**src/rtl/ct_spsram_256x23_ctrl.sv**
```systemverilog
// Access controller for the 256x23 single-port SRAM: init/flush sweep, two-way
// round-robin arbitration, and read-data return with per-requester valid.
module ct_spsram_256x23_ctrl #(
    parameter int                    ADDR_WIDTH = 8,
    parameter int                    DATA_WIDTH = 23,
    parameter int                    DEPTH      = 256,
    parameter logic [DATA_WIDTH-1:0] INIT_DATA  = '0
) (
    input  logic                  forever_cpuclk,
    input  logic                  cpurst_b,
    input  logic                  req0,
    input  logic                  req1,
    input  logic                  wr0,
    input  logic                  wr1,
    input  logic [ADDR_WIDTH-1:0] addr0,
    input  logic [ADDR_WIDTH-1:0] addr1,
    input  logic [DATA_WIDTH-1:0] wdata0,
    input  logic [DATA_WIDTH-1:0] wdata1,
    input  logic [DATA_WIDTH-1:0] wmask0,
    input  logic [DATA_WIDTH-1:0] wmask1,
    output logic                  gnt0,
    output logic                  gnt1,
    output logic                  rdata_vld0,
    output logic                  rdata_vld1,
    output logic [DATA_WIDTH-1:0] rdata,
    input  logic                  flush_req,
    output logic                  init_done,
    output logic                  flush_done,
    output logic [ADDR_WIDTH-1:0] sram_a,
    output logic                  sram_cen,
    output logic                  sram_gwen,
    output logic [DATA_WIDTH-1:0] sram_wen,
    output logic [DATA_WIDTH-1:0] sram_d,
    input  logic [DATA_WIDTH-1:0] sram_q
);
    typedef enum logic {ST_INIT, ST_RUN} state_t;

    localparam logic [ADDR_WIDTH-1:0] LAST = ADDR_WIDTH'(DEPTH - 1);

    state_t                    state, state_nxt;
    logic [ADDR_WIDTH-1:0]     init_cnt, init_cnt_nxt;
    logic                      rr, rr_nxt;
    logic                      rd_pend, rd_pend_nxt;
    logic                      rd_id, rd_id_nxt;
    logic [1:0]                gnt;
    logic                      sel;

    logic [1:0]                 req, wr;
    logic [1:0][ADDR_WIDTH-1:0] addr;
    logic [1:0][DATA_WIDTH-1:0] wdata, wmask;

    assign req   = {req1, req0};
    assign wr    = {wr1, wr0};
    assign addr  = {addr1, addr0};
    assign wdata = {wdata1, wdata0};
    assign wmask = {wmask1, wmask0};

    always_ff @(posedge forever_cpuclk) begin
        if (!cpurst_b) begin
            state    <= ST_INIT;
            init_cnt <= '0;
            rr       <= 1'b0;
            rd_pend  <= 1'b0;
            rd_id    <= 1'b0;
        end else begin
            state    <= state_nxt;
            init_cnt <= init_cnt_nxt;
            rr       <= rr_nxt;
            rd_pend  <= rd_pend_nxt;
            rd_id    <= rd_id_nxt;
        end
    end

    always_comb begin
        state_nxt    = state;
        init_cnt_nxt = init_cnt;
        rr_nxt       = rr;
        rd_pend_nxt  = 1'b0;
        rd_id_nxt    = rd_id;
        gnt          = '0;
        sel          = 1'b0;
        sram_cen     = 1'b1;
        sram_gwen    = 1'b1;
        sram_wen     = '1;
        sram_a       = '0;
        sram_d       = '0;
        flush_done   = 1'b0;
        case (state)
            ST_INIT: begin
                sram_cen  = 1'b0;
                sram_gwen = 1'b0;
                sram_wen  = '0;
                sram_a    = init_cnt;
                sram_d    = INIT_DATA;
                // A flush mid-sweep restarts from 0 and suppresses the done pulse
                if (flush_req) begin
                    init_cnt_nxt = '0;
                end else if (init_cnt == LAST) begin
                    state_nxt    = ST_RUN;
                    init_cnt_nxt = '0;
                    flush_done   = 1'b1;
                end else begin
                    init_cnt_nxt = init_cnt + ADDR_WIDTH'(1);
                end
            end
            ST_RUN: begin
                if (flush_req) begin
                    state_nxt    = ST_INIT;
                    init_cnt_nxt = '0;
                end else if (|req) begin
                    if (&req) begin
                        sel    = rr;
                        rr_nxt = ~rr;
                    end else begin
                        sel = req[1];
                    end
                    gnt[sel]    = 1'b1;
                    sram_cen    = 1'b0;
                    sram_a      = addr[sel];
                    sram_gwen   = ~wr[sel];
                    sram_wen    = wr[sel] ? ~wmask[sel] : '1;
                    sram_d      = wdata[sel];
                    rd_pend_nxt = ~wr[sel];
                    rd_id_nxt   = sel;
                end
            end
            default: ;
        endcase
        if (!cpurst_b) begin
            gnt        = '0;
            sram_cen   = 1'b1;
            sram_gwen  = 1'b1;
            sram_wen   = '1;
            flush_done = 1'b0;
        end
    end

    assign gnt0       = gnt[0];
    assign gnt1       = gnt[1];
    assign init_done  = cpurst_b && (state == ST_RUN);
    assign rdata_vld0 = cpurst_b && rd_pend && !rd_id;
    assign rdata_vld1 = cpurst_b && rd_pend && rd_id;
    assign rdata      = sram_q;

endmodule

```
**config.mk**
```make
export PLATFORM = sky130hd
export DESIGN_NAME = ct_spsram_256x23_ctrl
export DESIGN_NICKNAME = d
export VERILOG_FILES = /design/src/rtl/ct_spsram_256x23_ctrl.sv
export SDC_FILE = /design/constraint.sdc
export NUM_CORES = 1
export LEC_CHECK = 0
export BUFFER_PORTS_ARGS = -buffer_cell sky130_fd_sc_hd__buf_4
export CORE_ASPECT_RATIO = 0.5
export CORE_MARGIN = 2
export CORE_UTILIZATION = 33
export CTS_CLUSTER_DIAMETER = 150
export CTS_CLUSTER_SIZE = 8
export DETAILED_ROUTE_END_ITERATION = 12
export GPL_ROUTABILITY_DRIVEN = 0
export PLACE_DENSITY_LB_ADDON = 0.05
export SYNTH_ARGS = -nofsm -noshare
export SYNTH_HDL_FRONTEND = slang
export SYNTH_SLANG_ARGS = --single-unit
export TNS_END_PERCENT = 30
```
**constraint.sdc**
```tcl
create_clock -name forever_cpuclk -period 1.8 [get_ports forever_cpuclk]
set_input_delay 0.09 -clock forever_cpuclk [delete_from_list [all_inputs] [get_ports forever_cpuclk]]
set_output_delay 0.09 -clock forever_cpuclk [all_outputs]
set_load 0.05 [all_outputs]
```
==> metrics.txt, run 1 <==
Max Slew Vio Count 0; crit path cell chain buf_6, buf_4, o21ai_4, o311ai_4, buf_6, buf_4, a31o_2, buf_8; drt drc 0; Ys Warns 0; Synth Area in Adders less than 1%; Async S/R FF share, synth 0%; layout cell share with drive strength beyond 1 58.8%; depth of the most critical reg-to-reg path 5; Starting Density a little over a third; final setup TNS 0 ns; Routed Antenna Nets 0; Num Clock Sinks 12; Root Driver clkbuf_8; hold_sp cpurst_b; fillers 450; Final setup viols 0; via count 2337; hold endpoint rr$_SDFFE_PN0P_; Clock transition at path regs 0.05 ns; CTS tree yes; nature of the critical path startpoint flip-flop; largest cells by area after synthesis dfxtp_1, nand2_1, a22o_1; number of I/O port buffers around 180; Num CTS Buffers 3; Yosys reg bits 12; top-count cell post-synth nand2_1; final period utilization between 90% and 100%; Worst Path Required between 1.5 and 2 ns; I/O Pins about 220; average size of a mapped cell 7.36 sq um; DR WL/cell between 15 and 20 um; synthesized cell area about 0.0018 sq mm; post-synthesis sequential area ratio a little over an eighth; Peak VDD IR between 400 and 500 uV; final std cells w/o fill 463; Final Hold Vio Count 0; commonest cells in the synthesized netlist nand2_1, buf_4, a22o_1; core area 0.00502 sq mm; Die X roughly 110 um; CP max-delay cell dfxtp_2; minimum setup slack among reg-to-reg paths 0.23 ns; cell taking the most area after synthesis dfxtp_1; CP Capture Type output pin; largest net degree at the start of global routing 25; main combinational cell family by area after synthesis compound AO/OA/AOI/OAI gates; worst setup path startpoint state$_SDFF_PN0_; status completed; clock insertion delay at the later pin of the skew report ~0.24 ns; post-synth top area share between 10 and 15%; Compound-Gate Fraction of Synth Area approximately 37%; worst-path maximum fanout 6; CTS Hold Bufs 0; Mapped Nets approximately 380; Worst Hold Class input pin to flip-flop; grt total ovfl 0; die height around 56 um; mux cell area share after synthesis 1.71%; Post-Synth Simple-Gate Area between 20% and 30%; 1st-pass router iterations 4; worst relative slew slack between 60 and 70%; Mapped Cells between 200 and 250; xor/xnor share of the synthesized area roughly 1.5%; FP Rows 18; n_diodes 0; Max-cap violations 0; DP Wirelength between 5000 and 6000 um; number of flops mapped to enable cells by yosys 0; Syn-to-layout area delta 83.0%; Power Total around 0.0011 W; Max Fclk 556 MHz; R2R Path End init_cnt[3]$_SDFFE_PN0P_; worst r2r src init_cnt[0]$_SDFFE_PN0P_; final core utilization a little under two thirds; Longest Clk Path Bufs 2; vias per cell roughly 5; Total GRT Usage 23.0%; H-tree depth 1; Yosys cell types 45; Clock Skew between 0.0015 and 0.002 ns; Iteration-0 DRC Markers approximately 130; final net count 534; post-layout min period around 1.8 ns; RSZ-0062 raised after global routing true; vias in the first global route 2300; critical path type flip-flop to output pin; first-pass GRT wire length roughly 11000 um; ys flop type dfxtp_1; Leak Pwr around 1.6 nW; DIE AREA 0.00594 sq mm; Worst Path Arrival 1.71 ns; Cell Count Post-Placement 450; fin area approximately 0.0032 sq mm; Hold Path Stages 2; Max stage delay on crit path roughly 0.33 ns; Cell Pwr Density 329 mW/mm^2; drt total wl 7300 um; DP Area between 0.002 and 0.003 sq mm; antenna violations before repair 0; Worst Tran Pin Value roughly 0.46 ns
-- placed cells by master (no fill, tap or decap), drive strengths merged, types with 2 or more instances in the layout --
cell type	synthesis	final
buf	41	196
nand2	56	56
a31o	23	23
a22o	22	22
dfxtp	12	12
nor2	9	9
o21ai	8	8
inv	7	6
a22oi	6	6
and3	6	6
and2	5	5
nand3	4	4
a21oi	4	4
a31oi	4	4
nor2b	4	4
mux2i	3	3
clkbuf	2	3
nand2b	3	3
and4	2	2
xnor2	2	2
a21boi	2	2
-- area by class of cell --
class | instances | area [sq um] | share of cell area [%]
inverter | 7 | 30.0 | 0.937
timing repair buffer | 196 | 1620 | 50.4
sequential | 12 | 243 | 7.57
multi-input combinational | 175 | 1190 | 37.1
clock buffer | 3 | 41.3 | 1.29
tap | 70 | 87.6 | 2.73
-- routing by layer --
metal / track usage, % / share of wire (%)
met1: 24.4 / 36
met2: 44.1 / 56
met3: 3.07 / 3.9
met4: 12.4 / 3.9
met5: 0 / 0
-- critical path: cells and delay by family, from the launching register on --
| family | cells | cell delay, ns |
|---|---|---|
| DFF | 1 | 0.33 |
| buffers and inverters | 5 | 0.72 |
| AOI/OAI and AO/OA | 3 | 0.41 |
-- report_power, final --
group	internal, W	leakage [nW]	switching (W)
logic	0.000288	1.47	0.000255
registers	0.000268	0.0980	0.00000397
clock network	0.000147	0.0216	0.0000925
-- what timing repair did --
item	in CTS	in global routing
pin swaps	2	2
resized for setup	35	13
endpoints found under the setup margin	22	44
cloned	3	0
setup buffers	3	4
-- how the worst max path moves through the flow --
stage	to	slack, ns	cells after the start
after floorplan	sram_a[0]	0.008	3
after global placement	sram_wen[5]	0.23	6
after detailed placement	sram_wen[19]	0.18	6
after CTS	sram_wen[19]	-0.02	7
after global routing	sram_wen[14]	-0.04	7
final	sram_wen[14]	0.001	8
-- sequential cells by signal (all words and copies together) (netlist names) --
signal / count
rd_id: 1
rr: 1
init_cnt: 8
rd_pend: 1
state: 1
-- logic make-up (layout without fill, tap and decap cells) --
kind of cell             count (synthesis)  in the layout
XOR/XNOR                                 3              3
AND/OR/NAND/NOR                         92             92
AO/OA/AOI/OAI                           76             76
flip-flops                              12             12
adder cells (fa/ha/maj)                  1              1
buffers and inverters                   51            206
multiplexers                             3              3
-- through the flow --
step	hold slack, ns	worst slack (ns)
after floorplan	0.329	0.00764
after global placement	0.181	0.233
after detailed placement	0.181	0.178
after CTS	0.164	-0.0222
after global routing	0.180	-0.0354
final	0.176	0.00117
Note: power is estimated with default switching activity, not from simulation.
==> run 2: changes to the inputs <==
--- a/config.mk
+++ b/config.mk
@@ -6,12 +6,11 @@
 export NUM_CORES = 1
 export LEC_CHECK = 0
 export BUFFER_PORTS_ARGS = -buffer_cell sky130_fd_sc_hd__buf_4
-export CORE_ASPECT_RATIO = 0.5
-export CORE_MARGIN = 2
-export CORE_UTILIZATION = 33
+export CORE_AREA = 2 2 86 88
 export CTS_CLUSTER_DIAMETER = 150
 export CTS_CLUSTER_SIZE = 8
 export DETAILED_ROUTE_END_ITERATION = 12
+export DIE_AREA = 0 0 88 90
 export GPL_ROUTABILITY_DRIVEN = 0
 export PLACE_DENSITY_LB_ADDON = 0.05
 export SYNTH_ARGS = -nofsm -noshare
==> run 2 against run 1 <==
Net effect:
- clock-buffer cell count up 1
- sequential share of layout area down 0.36 points
- global-route usage down 6.5 points
- cell count up 6.3%
- non-clock buffer count down 2
- fmax up 1.2%
- via count down 2.8%
- flip-flop and latch count unchanged
- clock skew about the same
- critical path type unchanged
- largest power group unchanged
==> metrics.txt, run 2 (same netlist as run 1, synthesis figures left out) <==
status completed; worst relative slew slack 64.9% (-4.1 points); vias per cell 4.62 (-8.6%); max reg flops 8 (unchanged); Final Hold Vio Count 0 (unchanged); final net count 533 (-0.19%); Leak Pwr 1.62 nW (+1.3%); Die X 88 um (-18%); via count 2271 (-2.8%); final std cells w/o fill 492 (+6.3%); n_diodes 0 (unchanged); Total GRT Usage 16.5% (-6.5 points); critical path type flip-flop to output pin; vias in the first global route 2199 (-4.4%); worst-path maximum fanout 15 (+9); worst r2r src init_cnt[1]$_SDFFE_PN0P_; Worst Path Arrival 1.69 ns (-0.02 ns); Syn-to-layout area delta 91.2%; nature of the critical path startpoint flip-flop; Num CTS Buffers 3 (unchanged); commonest non-fill, non-tap cell in the layout buf_4; Worst Hold Class input pin to output pin; drt total wl 7570 um (+3.7%); Iteration-0 DRC Markers 47 (-64%); CTS tree yes; RSZ-0062 raised after global routing true; DIE AREA 0.00792 sq mm (+33%); minimum setup slack among reg-to-reg paths 0.29 ns (+0.06 ns); H-tree depth 1 (unchanged); largest net degree at the start of global routing 39 (+56%); post-layout min period 1.78 ns (-0.0207 ns); Worst Tran Pin Value 0.522 ns (+0.0607 ns); P_int 0.000747 W (+6.1%); drt drc 0 (unchanged); die height 90 um (+62%); Max Fclk 562 MHz (+1.2%); DP Wirelength 5520 um (-2.3%); sw frac 32.1% (-1.2 points); Starting Density 25.0% (-9.9 points); Peak VDD IR 280 uV (-37%); WHS 0.180 ns (+0.00436 ns); FP Rows 31 (+13); CP Capture Type output pin; Final setup viols 0 (unchanged); grt total ovfl 0 (unchanged); Max-cap violations 0 (unchanged); CTS Hold Bufs 0 (unchanged); core area 0.00702 sq mm (+40%); Num Clock Sinks 12 (unchanged); Longest Clk Path Bufs 2 (unchanged); R2R Path End init_cnt[3]$_SDFFE_PN0P_; 1st-pass router iterations 4 (unchanged); final period utilization 98.8% (-1.2 points); crit path to sram_a[4]; Max Slew Vio Count 0 (unchanged); Root Driver clkbuf_8; power share of the sequential group 24.6% (-1.2 points); Routed Antenna Nets 0 (unchanged); Cell Count Post-Placement 478 (+6.2%); top register by number of flip-flops init_cnt; combinational share of power 48.9% (-2.6 points); fillers 717 (+59%); NetSw 0.000353 W (+0.35%); worst setup path startpoint state$_SDFF_PN0_; DR WL/cell 15.4 um (-2.4%); Worst Path Required 1.71 ns (about the same); depth of the most critical reg-to-reg path 5 (unchanged); Cell Pwr Density 328 mW/mm^2 (-0.30%); first-pass GRT wire length 10700 um (-4.6%); Clock Skew 0.00132 ns (-0.000318 ns); Clock power frac 26.5% (+3.8 points); layout cell share with drive strength beyond 1 59.0% (+0.25 points); clock insertion delay at the later pin of the skew report 0.24 ns (about the same); antenna violations before repair 0 (unchanged); number of I/O port buffers 176 (unchanged); Clock transition at path regs 0.05 ns (about the same); I/O Pins 223 (unchanged); most frequent cells in the layout buf_4, nand2_1, buf_6, a22o_1, a31o_2
run 2: cell count changes in the layout (fill, tap and decap cells not counted), sizes merged:
cell / change
buf: -5
clkbuf: +4
clkinvlp: -1
inv: +1
o311ai: +1
run 2: layout make-up:
class	instances	area [sq um]	share of cell area (%)
Multi-Input combinational cell	176	1200	35.9
Tap cell	99	124	3.70
Inverter	7	26.3	0.784
Clock buffer	4	55.1	1.64
Sequential cell	12	241	7.21
Timing Repair Buffer	194	1700	50.8
run 2: worst max-delay path: stages, from the launching register on:
cell and delay, ns:
dfxtp_2 0.32, buf_6 0.12, nor2b_4 0.13, and3_4 0.21, clkbuf_16 0.18, a221o_1 0.33, buf_6 0.16
run 2: stage by stage:
step	util, %	power, W	area, sq um	setup slack, ns	TNS, ns
2_1_floorplan	-	0.000648	1750	0.00764	0
3_5_place_dp	42.4	0.000767	2980	-0.132	-2.87
4_1_cts	44.9	0.00109	3150	0.000385	0
5_1_grt	47.7	0.00116	3350	-0.0352	-0.561
3_3_place_gp	42.4	0.000765	2980	-0.104	-2.24
6_report	47.7	0.00110	3350	0.0219	0
run 2: worst min-delay path by stage:
stage,startpoint,cells past startpoint,end,slack [ns]
5_1_grt,sram_q[15],0,rdata[15],0.18
4_1_cts,sram_q[18],0,rdata[18],0.18
6_report,sram_q[20],0,rdata[20],0.18
2_1_floorplan,cpurst_b,2,rr$_SDFFE_PN0P_,0.33
3_5_place_dp,sram_q[18],0,rdata[18],0.18
3_3_place_gp,sram_q[18],0,rdata[18],0.18
run 2: metal layers:
layer	part of all wire, %	global-route usage, %	up-vias
met5	0	0	-
met4	1.4	2.95	0
met3	6.0	2.85	18
met2	54	30.6	103
met1	38	19.7	1006
li1	-	-	1144
run 2: repair_timing:
| item | 4_1_cts | 5_1_grt |
|---|---|---|
| pin swaps | 4 | 2 |
| cloned | 1 | 3 |
| buffers inserted | 5 | 1 |
| gates resized for setup | 9 | 36 |
| hold endpoints to repair | 0 | 0 |
| setup endpoints to repair | 33 | 53 |
run 2: power groups by stage:
| stage | Sequential (W) | Combinational, W | Clock (W) |
|---|---|---|---|
| after floorplan | 0.000276 | 0.000371 | 0 |
| after global placement | 0.000276 | 0.000490 | 0 |
| after detailed placement | 0.000276 | 0.000491 | 0 |
| after CTS | 0.000270 | 0.000515 | 0.000305 |
| after global routing | 0.000270 | 0.000571 | 0.000316 |
| final | 0.000270 | 0.000538 | 0.000291 |
